==> config.mk <==
export PLATFORM = sky130hd
export DESIGN_NAME = sr_pq_rd
export DESIGN_NICKNAME = d
export VERILOG_FILES = /design/src/rtl/pq_pkg.sv /design/src/rtl/sr_pq_cell.sv /design/src/rtl/sr_pq_rd.sv
export SDC_FILE = /design/constraint.sdc
export NUM_CORES = 1
export LEC_CHECK = 0
export CAP_MARGIN = 15
export CORE_MARGIN = 1
export CORE_UTILIZATION = 52
export DETAILED_ROUTE_END_ITERATION = 6
export PLACE_DENSITY = 0.75
export SETUP_SLACK_MARGIN = 0.05
export SYNTH_ARGS = -nofsm -noshare
export SYNTH_HDL_FRONTEND = slang
export SYNTH_HIERARCHICAL = 1
export SYNTH_SLANG_ARGS = --single-unit
==> constraint.sdc <==
create_clock -name clk -period 4.31 [get_ports clk]
set_input_delay 0.431 -clock clk [delete_from_list [all_inputs] [get_ports clk]]
set_output_delay 0.431 -clock clk [all_outputs]
set_load 0.02 [all_outputs]
==> src/rtl/pq_pkg.sv <==
// Shared types for the hardware priority queues: key/value widths, the
// {key,val} entry layout, the {valid,entry} cell layout and the per-cycle command.
package pq_pkg;

  localparam int KEY_WIDTH = 8;
  localparam int VAL_WIDTH = 8;

  typedef struct packed {
    logic [KEY_WIDTH-1:0] key;
    logic [VAL_WIDTH-1:0] val;
  } kv_t;

  typedef struct packed {
    logic valid;
    kv_t  kv;
  } cell_t;

  typedef enum logic [1:0] {
    CMD_HOLD    = 2'd0,
    CMD_ENQ     = 2'd1,
    CMD_DEQ     = 2'd2,
    CMD_REPLACE = 2'd3
  } cmd_t;

endpackage

==> src/rtl/sr_pq_cell.sv <==
// One storage cell of the shift-register priority queue. It holds {valid,key,val}
// and picks its next value from: itself, kvi, the upper neighbour or the lower neighbour.
module sr_pq_cell
  import pq_pkg::*;
#(
  parameter int KW      = 8,
  parameter int VW      = 8,
  parameter bit IS_HEAD = 1'b0
) (
  input  logic             clk_i,
  input  logic             rst_ni,
  input  cmd_t             cmd_i,
  input  logic             le_up_i,
  input  logic             le_self_i,
  input  logic             le_dn_i,
  input  logic [KW+VW:0]   up_i,
  input  logic [KW+VW:0]   dn_i,
  input  logic [KW+VW-1:0] kvi_i,
  output logic [KW+VW:0]   cell_o
);

  logic [KW+VW:0] cell_q, cell_d;

  // le bits are a prefix of ones, so each cell finds the insert point from its
  // own bit and one neighbour; on REPLACE the view is the already-shifted-up queue.
  always_comb begin
    cell_d = cell_q;
    unique case (cmd_i)
      CMD_ENQ: begin
        if (!le_self_i) begin
          if (IS_HEAD || le_up_i) cell_d = {1'b1, kvi_i};
          else                    cell_d = up_i;
        end
      end
      CMD_DEQ: cell_d = dn_i;
      CMD_REPLACE: begin
        if (le_dn_i)                    cell_d = dn_i;
        else if (IS_HEAD || le_self_i)  cell_d = {1'b1, kvi_i};
      end
      default: ;
    endcase
  end

  always_ff @(posedge clk_i) begin
    if (!rst_ni) cell_q <= '0;
    else         cell_q <= cell_d;
  end

  assign cell_o = cell_q;

endmodule

==> src/rtl/sr_pq_rd.sv <==
// Shift-register priority queue, responder side of pq_rd_if (lowest key at head).
// Build option PQ_FULL_EVICT_EN: ENQ on a full queue evicts the tail if the new key is smaller.
module sr_pq_rd
  import pq_pkg::*;
#(
  parameter int PQ_DEPTH  = 8,
  parameter int KEY_WIDTH = pq_pkg::KEY_WIDTH,
  parameter int VAL_WIDTH = pq_pkg::VAL_WIDTH
) (
  input  logic                           clk,
  input  logic                           rst,
  input  logic                           enq,
  input  logic                           deq,
  input  logic                           replace,
  input  logic [KEY_WIDTH+VAL_WIDTH-1:0] kvi,
  output logic [KEY_WIDTH+VAL_WIDTH-1:0] kvo,
  output logic                           ovalid,
  output logic                           empty,
  output logic                           full,
  output logic                           drop
);

  localparam int CW = KEY_WIDTH + VAL_WIDTH + 1;

  logic [CW-1:0]        cells_q [PQ_DEPTH];
  logic [CW-1:0]        up_w    [PQ_DEPTH];
  logic [CW-1:0]        dn_w    [PQ_DEPTH];
  logic [PQ_DEPTH-1:0]  le;
  logic [PQ_DEPTH-1:0]  le_up_w;
  logic [PQ_DEPTH-1:0]  le_dn_w;
  logic [KEY_WIDTH-1:0] kvi_key;
  cmd_t                 cmd;
  logic                 drop_d, drop_q;

  assign kvi_key = kvi[KEY_WIDTH+VAL_WIDTH-1:VAL_WIDTH];

  always_comb begin
    le = '0;
    for (int i = 0; i < PQ_DEPTH; i++) begin
      le[i] = cells_q[i][CW-1] &&
              (cells_q[i][KEY_WIDTH+VAL_WIDTH-1:VAL_WIDTH] <= kvi_key);
    end
  end

  always_comb begin
    cmd    = CMD_HOLD;
    drop_d = 1'b0;
    if (replace || (enq && deq)) begin
      cmd = CMD_REPLACE;
    end else if (enq) begin
      if (!full) begin
        cmd = CMD_ENQ;
      end else begin
        drop_d = 1'b1;
`ifdef PQ_FULL_EVICT_EN
        // Tail key strictly greater than the new key: shifting pushes the tail out.
        if (!le[PQ_DEPTH-1]) cmd = CMD_ENQ;
`endif
      end
    end else if (deq) begin
      cmd = CMD_DEQ;
    end
  end

  for (genvar g = 0; g < PQ_DEPTH; g++) begin : g_cell
    if (g == 0) begin : g_head
      assign up_w[g]    = '0;
      assign le_up_w[g] = 1'b0;
    end else begin : g_mid
      assign up_w[g]    = cells_q[g-1];
      assign le_up_w[g] = le[g-1];
    end
    if (g == PQ_DEPTH-1) begin : g_tail
      assign dn_w[g]    = '0;
      assign le_dn_w[g] = 1'b0;
    end else begin : g_body
      assign dn_w[g]    = cells_q[g+1];
      assign le_dn_w[g] = le[g+1];
    end

    sr_pq_cell #(
      .KW      (KEY_WIDTH),
      .VW      (VAL_WIDTH),
      .IS_HEAD (g == 0)
    ) u_cell (
      .clk_i     (clk),
      .rst_ni    (rst),
      .cmd_i     (cmd),
      .le_up_i   (le_up_w[g]),
      .le_self_i (le[g]),
      .le_dn_i   (le_dn_w[g]),
      .up_i      (up_w[g]),
      .dn_i      (dn_w[g]),
      .kvi_i     (kvi),
      .cell_o    (cells_q[g])
    );
  end

  always_ff @(posedge clk) begin
    if (!rst) drop_q <= 1'b0;
    else      drop_q <= drop_d;
  end

  // Invalid cells are kept all-zero, so the head register is already 0 when empty.
  assign kvo    = cells_q[0][CW-2:0];
  assign ovalid = cells_q[0][CW-1];
  assign empty  = ~cells_q[0][CW-1];
  assign full   = cells_q[PQ_DEPTH-1][CW-1];
  assign drop   = drop_q;

endmodule

* Word-level counts from Yosys, hierarchy flattened
Index checks and enable logic that the tools add are counted.
** Word-level totals
- Logic and storage cells :: 71
- Output and inout port bits :: 20
- Memories kept :: 0
- ROM bits :: 0
- Bits in registers :: 137
- Input bits :: 21
- Memory bits (writable) :: 0
- Latch bits :: 0
** Cells by class
- $add $sub $neg :: 0
- $lt $le $gt $ge :: 8
- Mux-type cells :: 30
- Multipliers :: 0
- Divide/modulo/power cells :: 0
- Bitwise logic cells :: 3
- Reductions and logical operators :: 15
- Equal/unequal tests :: 6
- Shifts and indexed selects :: 0
** Operators by type and width (number)
- $pmux 17 s3 :: 8
- $mux 17 :: 17
- $le 8x8->1 :: 8
- $logic_and 1x1->1 :: 9
- $mux 2 :: 3
- $reduce_and 2->1 :: 3
- $eq 2x2->1 const B :: 2
- $ne 2x2->1 const B :: 2
- $not 1->1 :: 3
- $reduce_bool 3->1 :: 1
- $reduce_or 3->1 :: 1
- $eq 2x1->1 const B :: 1
- $mux 1 :: 2
- $ne 2x1->1 const B :: 1
- $logic_or 1x1->1 :: 1

* Longest topological paths before layout
Gate-level depths: netlist (run 1).
- Word-level depth :: 6
- Depth in mapped cells :: 11
- Depth with buffers taken out :: 10

* Cells and area by module
The synthesis (run 1) kept the hierarchy.
** By module, submodules not included
- sr_pq_cell at g_cell[1].u_cell ... :: cells each 142, instances 7, area an instance 1133.6 um^2, sequential area each 340.3 um^2
- sr_pq_rd :: cells each 186, instances 1, area an instance 1496.4 um^2, sequential area each 20.0 um^2
- sr_pq_cell at g_cell[0].u_cell :: cells each 99, instances 1, area an instance 929.6 um^2, sequential area each 340.3 um^2

* Worst setup path before layout (run 1)
Ideal clock, no wire load.
- Path type :: input to register
- Start :: input kvi[13]
- End :: register g_cell[3].u_cell.cell_q[10]
- Stages on the path :: 10
- Setup slack :: 0.671 ns
- Required time :: 4.235 ns
- Path buffers :: 1
- Arrival time :: 3.564 ns
- Library setup time :: 0.075 ns
- Cells stage by stage :: inv_1 > ha_1 > a211oi_1 > nor2_1 > o41ai_1 > nand2b_1 > clkbuf_1 > nand2_1 > a31o_2 > o22ai_1
** Between the ends
- Elaborated cells on any way between the ends :: 11
- Those cells by class :: 3 x order compare; 5 x mux; 3 x reduce/logical
** RTL lines
- start: declaration :: line sr_pq_rd.sv:15 : input logic [KEY_WIDTH+VAL_WIDTH-1:0] kvi,
- $le 8x8->1 :: line sr_pq_rd.sv:41 : (cells_q[i][KEY_WIDTH+VAL_WIDTH-1:VAL_WIDTH] <= kvi_key);
- $logic_and 1x1->1 :: line sr_pq_rd.sv:40 : le[i] = cells_q[i][CW-1] &&
- named net le[4] :: line sr_pq_rd.sv:28 : logic [PQ_DEPTH-1:0] le;
- $mux 17 :: line sr_pq_cell.sv:37 : if (le_dn_i) cell_d = dn_i;
- $pmux 17 s3 :: line sr_pq_cell.sv:28 : unique case (cmd_i)
- end signal: assignment :: line sr_pq_cell.sv:46 : else cell_q <= cell_d;
- end: declaration :: line sr_pq_cell.sv:22 : logic [KW+VW:0] cell_q, cell_d;
The timed path passes the listed nets, and every way through them passes these cells.
A chain may end at the register's enable or synchronous reset.

* Worst setup path in the final report (run 1)
- Start :: input kvi[13]
- End :: register g_cell[3].u_cell.cell_q[7]
Same word-level chain as after synthesis.

==> run_results.csv, run 1 <==
group,metric,value,unit
route,drc,0,
route,final_antenna_net_count,0,
clock_tree,cts_sinks,137,
global_routing,grt_pass1_wl,48930,µm
die,coreArea,19530,µm²
hold_path,hold_path_class,"flop to flop",
synth,yosysTopAreaCell,"dfxtp_1",
status,status,"finished, final reports clean",
pwr,irDropWorstVdd,320.8,µV
global_routing,grt_overflow_total,0,
setup_path,r2r_end,"g_cell[3].u_cell/cell_o[7]",
sta,relSlewSlack,34.79,%
place,place_inst,1544,
pwr,fin_total_pwr,5187,µW
global_routing,grt_util_all_layers,29.68,%
clock_tree,ctsHtreeMaxLevel,4,
hold_path,worst_hold_path.num_cells,2,
place,place_hpwl,20480,µm
synth,ys_types,48,
sta,rsz0062_at_grt,"no",
layout,syn_to_final_growth,12.87,%
synth,synth_edf_count,0,
sta,fin_crit,3.408,ns
synth,synth_area_leaders,"dfxtp_1 (26%), ha_1 (7.7%), nand2_1 (7.7%)",
synth,ys_warn_count,6,
place,gp_congestion,0.8672,
hold_path,whs_endpoint,"g_cell[7].u_cell/cell_o[4]",
layout,antenna_cells,0,
synth,avgSynthCellArea,8.101,µm²
setup_path,critPathMaxFanout,19,
setup_path,worstSetupStartpoint,"kvi[13]",
synth,async_reset_ff_share,0,%
setup_path,r2r_start,"g_cell[4].u_cell/cell_o[13]",
synth,syn_inst,1279,
route,viasPerCell,6.423,
pwr,cellLeakagePower,0.004620,µW
setup_path,start_kind,"input port",
sta,slew_violations,0,
route,dr.pass1.iters,6,
pwr,power_density,443.6,nW/µm²
clock_tree,ctsResizeCount,0,
sta,tns,0,ns
setup_path,cp-end-kind,"flop",
place,place_area,11090,µm²
flow_run,maxCapViolCount,0,
synth,syn_area,10360,µm²
sta,setup_viol,0,
route,via_count,10120,
global_routing,first_global_vias,9482,
sta,hold_violations,0,
clock_tree,postCtsSetupRepairBufs,0,
die,io_pins,41,
clock_tree,cts-root-buf,"clkbuf_16",
die,chipHeight,143.2,µm
place,io_buffers,40,
layout,fin_cells,1576,
die,die_w,143.2,µm
route,drt-total-wl,29580,µm
die,dieArea,20490,µm²
global_routing,antenna_found_initial,0,
sta,fin_worst_skew,0.007144,ns
setup_path,worstPathArrival,3.72,ns
setup_path,slowest_stage,"o41ai_2",
sta,final.period_utilization,79.07,%
clock_tree,clkLatencyLatePin,0.43,ns
route,drt_iter0_drc,844,
synth,synth-seq-cells,137,
hold_path,min_from,"g_cell[7].u_cell/cell_o[4]",
setup_path,crit_type,"input port to flop",
sta,worst_pin_slew,0.9782,ns
sta,fmax,0.2934,GHz
synth,synth-seq-area-share,26.47,%
setup_path,worstRegToRegCells,9,
layout,post-route-util,59.89,%
layout,layout.nets,1383,
setup_path,cp_cell_sequence,"clkdlybuf4s50_1 > inv_1 > ha_1 > a211oi_1 > nor2_1 > o41ai_2 > buf_4 > nand2b_1 > mux2i_1 > and2_0 > o221a_1",
route,wl_per_cell,18.77,µm
synth,synth_top_flop_cell,"dfxtp_1",
clock_tree,cts_tree,"built",
layout,drive_above_1_share,15.64,%
clock_tree,clk_path_buf_depth,2,
setup_path,rrSetupSlack,1.31,ns
clock_tree,cts_inserted_buffers,17,
global_routing,grt_max_degree,88,
synth,yosysTopAreaCellShare,26.47,%
setup_path,crit_required,4.62,ns
clock_tree,cts_hold_buf,0,
setup_path,cpLargestDelayFamily,"compound AO/OA/AOI/OAI gates",
die,start_util,53.06,%
layout,fillers,1762,
setup_path,cp_slowest_stage_delay,0.55,ns
setup_path,path_buf_inv,3,
layout,fin_area,11700,µm²
die,num_rows,51,
clock_tree,path_clk_slew,0.06,ns
## synthesized netlist by cell type, types with 42 or more instances
cell        n
o21ai_0    43
nor2b_1    57
nand2_1   213
clkbuf_1   50
o22ai_1    70
a31o_2     70
nand3b_1   42
dfxtp_1   137
ha_1       64
a21oi_1    51
a211oi_1   78
## cell type report
class / instances / area [µm²] / share of cell area (%)
inverter: 28 / 105.1 / 0.8987
multi-input combinational: 1037 / 7199 / 61.56
sequential: 137 / 2743 / 23.45
clock buffer: 25 / 515.5 / 4.408
clock inverter: 7 / 87.58 / 0.7489
timing repair buffer: 77 / 713.2 / 6.098
tap: 265 / 331.6 / 2.835
## how the worst max path moves through the flow
stage	to	slack, ns	cells after the start
after floorplan	g_cell[3].u_cell/cell_o[10]	0.67	10
after global placement	g_cell[3].u_cell/cell_o[7]	0.65	11
after detailed placement	g_cell[3].u_cell/cell_o[7]	0.53	11
after CTS	g_cell[3].u_cell/cell_o[7]	0.95	12
after global routing	g_cell[3].u_cell/cell_o[7]	0.72	12
final	g_cell[3].u_cell/cell_o[7]	0.90	11
## kinds of logic (layout without fill, tap and decap cells)
logic type | Yosys count | after routing | share of synthesized area [%]
other cells | 1 | 20 | 0.03619
simple gates | 471 | 471 | 24.37
compound gates | 433 | 433 | 30.46
flops | 137 | 137 | 26.47
buf+inv | 124 | 137 | 5.446
mux | 49 | 49 | 5.495
fa+ha+maj | 64 | 64 | 7.729
## power by group
| group | total, µW | switching [µW] | leakage [µW] | internal (µW) |
|---|---|---|---|---|
| sequential | 1720 | 220 | 0.00113 | 1500 |
| combinational | 1950 | 1090 | 0.00319 | 860 |
| clock | 1520 | 577 | 0.000299 | 941 |
## state kept, by name (all words and copies together), names as in the netlist
| register | flops |
|---|---|
| drop | 1 |
| g_cell.u_cell/cell_o | 136 |
## through the flow
step	worst slack, ns	hold slack [ns]
floorplan	0.6711	0.4465
global placement	0.6485	0.4705
finish	0.9021	0.4829
detailed placement	0.5298	0.4741
CTS	0.9499	0.4862
global route	0.7218	0.4980
## worst min-delay path, delay by kind of cell (launching register included)
kind / cells / cell delay, ns
compound gates: 1 / 0.06
flops: 1 / 0.32
simple gates: 1 / 0.06
## layer usage
layer	global-route usage, %	part of all wire [%]	up-vias
met5	0	0	-
met4	9.168	1.6	0
met3	3.722	5.0	50
met2	48.06	47	307
met1	40.80	46	4924
li1	-	-	4841
## cell usage in the layout, fill, tap and decap left out, drive strengths merged, types with 20 or more instances in the layout
cell | Yosys | final
buf | 46 | 38
ha | 64 | 64
and2b | 36 | 36
nand2 | 220 | 220
conb | 1 | 20
clkdlybuf4s50 | 0 | 39
nand3b | 42 | 42
or3 | 24 | 24
a21oi | 58 | 58
a21boi | 23 | 23
nand2b | 27 | 27
o21ai | 43 | 43
a31o | 70 | 70
o221ai | 35 | 35
nor2b | 57 | 57
o22ai | 70 | 70
mux2 | 42 | 42
dfxtp | 137 | 137
a211oi | 78 | 78
clkbuf | 50 | 25
inv | 28 | 28
No activity file was read; power rests on OpenSTA's default activity.
==> run 2: changes to the inputs <==
--- a/config.mk
+++ b/config.mk
@@ -9,7 +9,7 @@
 export CORE_MARGIN = 1
 export CORE_UTILIZATION = 52
 export DETAILED_ROUTE_END_ITERATION = 6
-export PLACE_DENSITY = 0.75
+export PLACE_DENSITY = 0.78
 export SETUP_SLACK_MARGIN = 0.05
 export SYNTH_ARGS = -nofsm -noshare
 export SYNTH_HDL_FRONTEND = slang
==> constraint.sdc (replaced) <==
create_clock -name clk -period 2.8 [get_ports clk]
set_input_delay 0.28 -clock clk [delete_from_list [all_inputs] [get_ports clk]]
set_output_delay 0.28 -clock clk [all_outputs]
set_load 0.02 [all_outputs]
==> run 2 against run 1 <==
Worst setup slack got worse by 0.86 ns. Die area unchanged. Hold slack got worse by 0.18 ns. Critical path type unchanged. Largest cell class unchanged. Largest power group unchanged.
==> run_results.csv, run 2 (same netlist as run 1, synthesis figures left out) <==
group,metric,value,unit
status,status,"finished, final reports clean",
die,num_rows,51,
route,viasPerCell,6.318,
setup_path,worstPathArrival,3.05,ns
route,route.met3.wl,1543,µm
setup_path,r2r_end,"g_cell[2].u_cell/cell_o[6]",
setup_path,critPathMaxFanout,10,
setup_path,cp_slowest_stage_delay,0.53,ns
global_routing,grt_pass1_wl,50130,µm
die,dieArea,20490,µm²
die,io_pins,41,
die,die_w,143.2,µm
pwr,combPwrFrac,41.9,%
route,via_count,10570,
place,place_area,11880,µm²
layout,syn_to_final_growth,22.86,%
die,coreArea,19530,µm²
clock_tree,cts-root-buf,"clkbuf_16",
setup_path,start_kind,"input port",
hold_path,whs_endpoint,"g_cell[1].u_cell/cell_o[15]",
layout,fillers,1590,
route,drt_iter0_drc,903,
sta,setup_viol,0,
clock_tree,clkLatencyLatePin,0.42,ns
flow_run,maxCapViolCount,0,
layout,fin_cells,1673,
route,drt-total-wl,31130,µm
pwr,p_seq_share,31.2,%
hold_path,worst_hold_path.num_cells,3,
sta,hold-worst-slack,0.2989,ns
sta,relSlewSlack,58.96,%
sta,final.period_utilization,98.48,%
place,place_inst,1630,
die,chipHeight,143.2,µm
route,dr.pass1.iters,5,
route,met1_length,14000,µm
global_routing,grt_util_all_layers,30.38,%
route,wl_met2,14920,µm
pwr,cellLeakagePower,0.005191,µW
layout,drive_above_1_share,23.01,%
sta,slew_violations,0,
global_routing,grt_max_degree,129,
hold_path,hold_path_class,"input port to flop",
clock_tree,cts_inserted_buffers,17,
layout,post-route-util,65.19,%
route,final_antenna_net_count,0,
layout,multi_input_area,7380,µm²
global_routing,antenna_found_initial,0,
sta,worst_pin_slew,0.6137,ns
setup_path,slowest_stage,"clkdlybuf4s50_1",
setup_path,crit_type,"input port to flop",
place,gp_congestion,0.8541,
clock_tree,clk_path_buf_depth,2,
route,drc,0,
layout,most-common-layout-cells,"nand2_1 (213), dfxtp_1 (137), buf_4 (112)",
route,wl_per_cell,18.61,µm
setup_path,crit_required,3.09,ns
clock_tree,cts_sinks,137,
pwr,irDropWorstVdd,446.6,µV
layout,largest_register_ffs,136,
sta,fin_crit,2.757,ns
sta,fmax,0.3627,GHz
die,start_util,53.06,%
setup_path,path_buf_inv,3,
setup_path,r2r_start,"g_cell[2].u_cell/cell_o[9]",
pwr,p_switching,3071,µW
place,place_hpwl,21560,µm
pwr,power_density,666.5,nW/µm²
global_routing,first_global_vias,10130,
place,io_buffers,40,
sta,tns,0,ns
layout,fin_area,12730,µm²
pwr,power.internal,5414,µW
global_routing,grt_overflow_total,0,
layout,seq_area,2743,µm²
setup_path,rrSetupSlack,0.16,ns
setup_path,cp_cell_sequence,"clkdlybuf4s50_1 > inv_2 > buf_4 > ha_1 > nand4_1 > or3_4 > o31ai_4 > nor2b_1 > mux2_4 > nand2_2 > o22ai_1",
pwr,clockPowerShare,26.8,%
sta,hold_violations,0,
layout,antenna_cells,0,
layout,layout.nets,1480,
layout,final_common_cell,"nand2_1",
setup_path,cp-end-kind,"flop",
clock_tree,ctsHtreeMaxLevel,4,
clock_tree,cts_tree,"built",
clock_tree,path_clk_slew,0.06,ns
setup_path,cpLargestDelayFamily,"simple AND/OR/NAND/NOR gates",
pwr,p_sw_share,36.19,%
hold_path,min_from,"rst",
route,routed.top_layer,"met4",
sta,fin_worst_skew,0.006354,ns
setup_path,worstRegToRegCells,10,
-- run 2: final cells by class --
cell class,instances,area share [%]
multi-input cells,1039,57.97
flip-flops and latches,137,21.55
repair buffers,172,12.43
clock buffers,24,3.863
well taps,265,2.605
inverters,28,0.8551
clock inverters,8,0.7273
-- run 2: how the worst max path moves through the flow --
stage	start	end	slack, ns	depth (start not counted)
finish	kvi[14]	g_cell[1].u_cell/cell_o[9]	0.04	11
global route	kvi[14]	g_cell[1].u_cell/cell_o[1]	-0.009	12
floorplan	kvi[9]	g_cell[0].u_cell/cell_o[4]	0.08	10
global placement	kvi[13]	g_cell[3].u_cell/cell_o[5]	-0.43	10
CTS	kvi[13]	g_cell[2].u_cell/cell_o[6]	0.03	11
detailed placement	kvi[13]	g_cell[4].u_cell/cell_o[0]	-0.48	10
-- run 2: what timing repair did --
action / 4_1_cts / 5_1_grt
cloned: 0 / 3
pin swaps: 3 / 8
gates resized for setup: 5 / 35
endpoints found under the setup margin: 58 / 133
setup buffers: 5 / 3
hold buffers: 0 / 0
-- run 2: through the flow --
step,total power [µW],setup WS (ns)
floorplan,4852,0.08351
global placement,5865,-0.4320
detailed placement,5992,-0.4847
CTS,8318,0.03302
global route,8950,-0.008797
finish,8485,0.04266
-- run 2: power groups by stage --
stage	clock network (µW)	registers [µW]	logic [µW]
floorplan	0	2590	2260
global placement	0	2670	3190
detailed placement	0	2680	3310
CTS	2280	2640	3390
global route	2390	2700	3870
finish	2280	2650	3560
-- run 2: routing by layer --
metal / up-vias / global-route usage (%)
met4: 0 / 10.30
met5: - / 0
met2: 330 / 50.06
met3: 54 / 4.292
met1: 5146 / 40.45
li1: 5040 / -
-- run 2: worst register-to-register path: stages, from the launching register on --
cell	delay, ns
dfxtp_1	0.38
ha_1	0.27
nor2b_1	0.15
o211ai_1	0.22
a21oi_2	0.11
o41ai_4	0.41
buf_4	0.25
nor2b_1	0.08
mux2_4	0.37
o221ai_1	0.21
a21oi_1	0.07
==> run 3: changes to the inputs <==
--- a/config.mk
+++ b/config.mk
@@ -8,8 +8,9 @@
 export CAP_MARGIN = 15
 export CORE_MARGIN = 1
 export CORE_UTILIZATION = 52
+export CTS_CLUSTER_SIZE = 10
 export DETAILED_ROUTE_END_ITERATION = 6
-export PLACE_DENSITY = 0.78
+export PLACE_DENSITY = 0.75
 export SETUP_SLACK_MARGIN = 0.05
 export SYNTH_ARGS = -nofsm -noshare
 export SYNTH_HDL_FRONTEND = slang
==> constraint.sdc (replaced) <==
create_clock -name clk -period 3.3 [get_ports clk]
set_input_delay 0.66 -clock clk [delete_from_list [all_inputs] [get_ports clk]]
set_output_delay 0.66 -clock clk [all_outputs]
set_load 0.02 [all_outputs]
==> run 3 against run 2 <==
First-iteration DRC count is 5.3% lower. Die area did not move. Worst setup slack better by 0.11 ns. Hold slack improved by 0.18 ns. Global-route usage decreased by 0.67 points. Sequential share of layout area grew 0.29 points. Count of clock-buffer cells in the layout is the same. Non-clock buffer count decreased by 3. Power shrank 15%. Wire length is 3.6% lower. Via count down 0.95%. Critical endpoint is now g_cell[6].u_cell/cell_o[15]. Largest cell class unchanged.
==> run_results.csv, run 3 (same netlist as run 1, synthesis figures left out) <==
group,metric,value,unit
clock_tree,path_clk_slew,0.06,ns
route,drt_iter0_drc,855,
pwr,cellLeakagePower,0.005110,µW
layout,drive_above_1_share,21.37,%
die,chipHeight,143.2,µm
die,start_util,53.06,%
sta,worst_pin_slew,0.8214,ns
global_routing,antenna_found_initial,0,
layout,syn_to_final_growth,21.23,%
global_routing,grt_busiest_layer,"met2",
clock_tree,clkLatencyLatePin,0.43,ns
route,drc,0,
route,viasPerCell,6.273,
pwr,power_density,573.2,nW/µm²
sta,fin_ws,0.1497,ns
place,place_hpwl,21350,µm
place,io_buffers,40,
clock_tree,cts_sinks,137,
route,wl_per_cell,17.99,µm
setup_path,path_buf_inv,3,
setup_path,cp_common_cell,"nor2b_1",
global_routing,met1_usage,39.58,%
setup_path,cp_cell_sequence,"clkdlybuf4s50_1 > inv_2 > ha_1 > nor2b_1 > o211ai_1 > a21oi_1 > o41ai_4 > buf_4 > nor2b_1 > mux2_4 > nand2_2 > o22ai_1",
place,place_area,11850,µm²
global_routing,grt_util_all_layers,29.71,%
sta,fmax,0.3174,GHz
global_routing,grt_max_degree,126,
global_routing,use_met2,49.22,%
die,io_pins,41,
sta,tns,0,ns
sta,relSlewSlack,45.24,%
sta,setup_viol,0,
hold_path,min_from,"g_cell[7].u_cell/cell_o[3]",
clock_tree,cts_hold_buf,0,
clock_tree,ctsHtreeMaxLevel,4,
layout,most-common-layout-cells,"nand2_1 (213), dfxtp_1 (137), buf_4 (118)",
global_routing,met3_usage,4.259,%
setup_path,cpLargestDelayFamily,"buffers and inverters",
sta,slew_violations,0,
sta,rsz0062_at_grt,"no",
layout,final_common_cell,"nand2_1",
setup_path,worstSetupStartpoint,"kvi[9]",
layout,antenna_cells,0,
route,drt-total-wl,30030,µm
sta,fin_crit,3.150,ns
global_routing,grt_overflow_total,0,
status,status,"finished, final reports clean",
hold_path,hold_path_class,"flop to flop",
die,dieArea,20490,µm²
global_routing,first_global_vias,10090,
sta,hold-worst-slack,0.4805,ns
clock_tree,cts_tree,"built",
clock_tree,cts_inserted_buffers,17,
setup_path,crit_type,"input port to flop",
setup_path,worstPathArrival,3.45,ns
route,dr.pass1.iters,6,
clock_tree,clk_path_buf_depth,2,
clock_tree,cts-root-buf,"clkbuf_16",
sta,final.period_utilization,95.47,%
die,num_rows,51,
setup_path,slowest_stage,"clkdlybuf4s50_1",
place,gp_congestion,0.8272,
setup_path,critPathMaxFanout,10,
die,die_w,143.2,µm
place,place_ws,-0.3595,ns
route,via_count,10470,
setup_path,crit_required,3.60,ns
layout,fin_cells,1669,
setup_path,rrSetupSlack,0.70,ns
global_routing,grt_pass1_wl,49240,µm
place,place_inst,1630,
layout,layout.nets,1476,
setup_path,start_kind,"input port",
pwr,irDropWorstVdd,406.9,µV
route,final_antenna_net_count,0,
sta,hold_violations,0,
setup_path,r2r_start,"g_cell[6].u_cell/cell_o[9]",
flow_run,maxCapViolCount,0,
layout,fin_area,12560,µm²
layout,largest_register_ffs,136,
sta,fin_worst_skew,0.005377,ns
setup_path,cp_slowest_stage_delay,0.54,ns
setup_path,cp-end-kind,"flop",
die,coreArea,19530,µm²
[run 3: area by class of cell]
class,instances,area [µm²]
multi-input cells,1038,7277
fillers,1661,6965
flip-flops and latches,137,2743
repair buffers,169,1490
clock buffers,24,471.7
well taps,265,331.6
clock inverters,8,142.6
inverters,28,105.1
[run 3: final timing paths]
check	end	cells past startpoint
setup / recovery	g_cell[6].u_cell/cell_o[15]	12
hold / removal	g_cell[7].u_cell/cell_o[3]	2
setup reg to reg	g_cell[6].u_cell/cell_o[15]	10
hold reg to reg	g_cell[7].u_cell/cell_o[3]	2
[run 3: repair_timing]
item                       4_1_cts  5_1_grt
setup endpoints to repair        0       91
setup buffers                    0        6
resized for setup                0       10
[run 3: report_power, final]
part / leakage [µW] / total [µW] / switching (µW) / internal [µW]
sequential: 0.00113 / 2240 / 291 / 1950
clock: 0.000298 / 2050 / 751 / 1300
combinational: 0.00368 / 2900 / 1500 / 1400
total: 0.00511 / 7200 / 2540 / 4660
[run 3: stage by stage]
stage	power, µW	util, %
final	7200	64.33
after global routing	7601	64.33
after CTS	7112	63.81
after detailed placement	5058	60.66
after global placement	4960	60.66
after floorplan	4116	-
[run 3: worst register-to-register path, delay by kind of cell (launching register included)]
kind            cells  cell delay (ns)
buf+inv             1             0.21
flops               1             0.40
fa+ha+maj           1             0.27
mux                 1             0.37
simple gates        3             0.43
compound gates      4             0.79
[run 3: metal layers]
metal / up-vias / share of wire [%]
met5: - / 0
met4: 0 / 1.7
met3: 44 / 4.8
met2: 299 / 48
met1: 5105 / 46
li1: 5022 / -
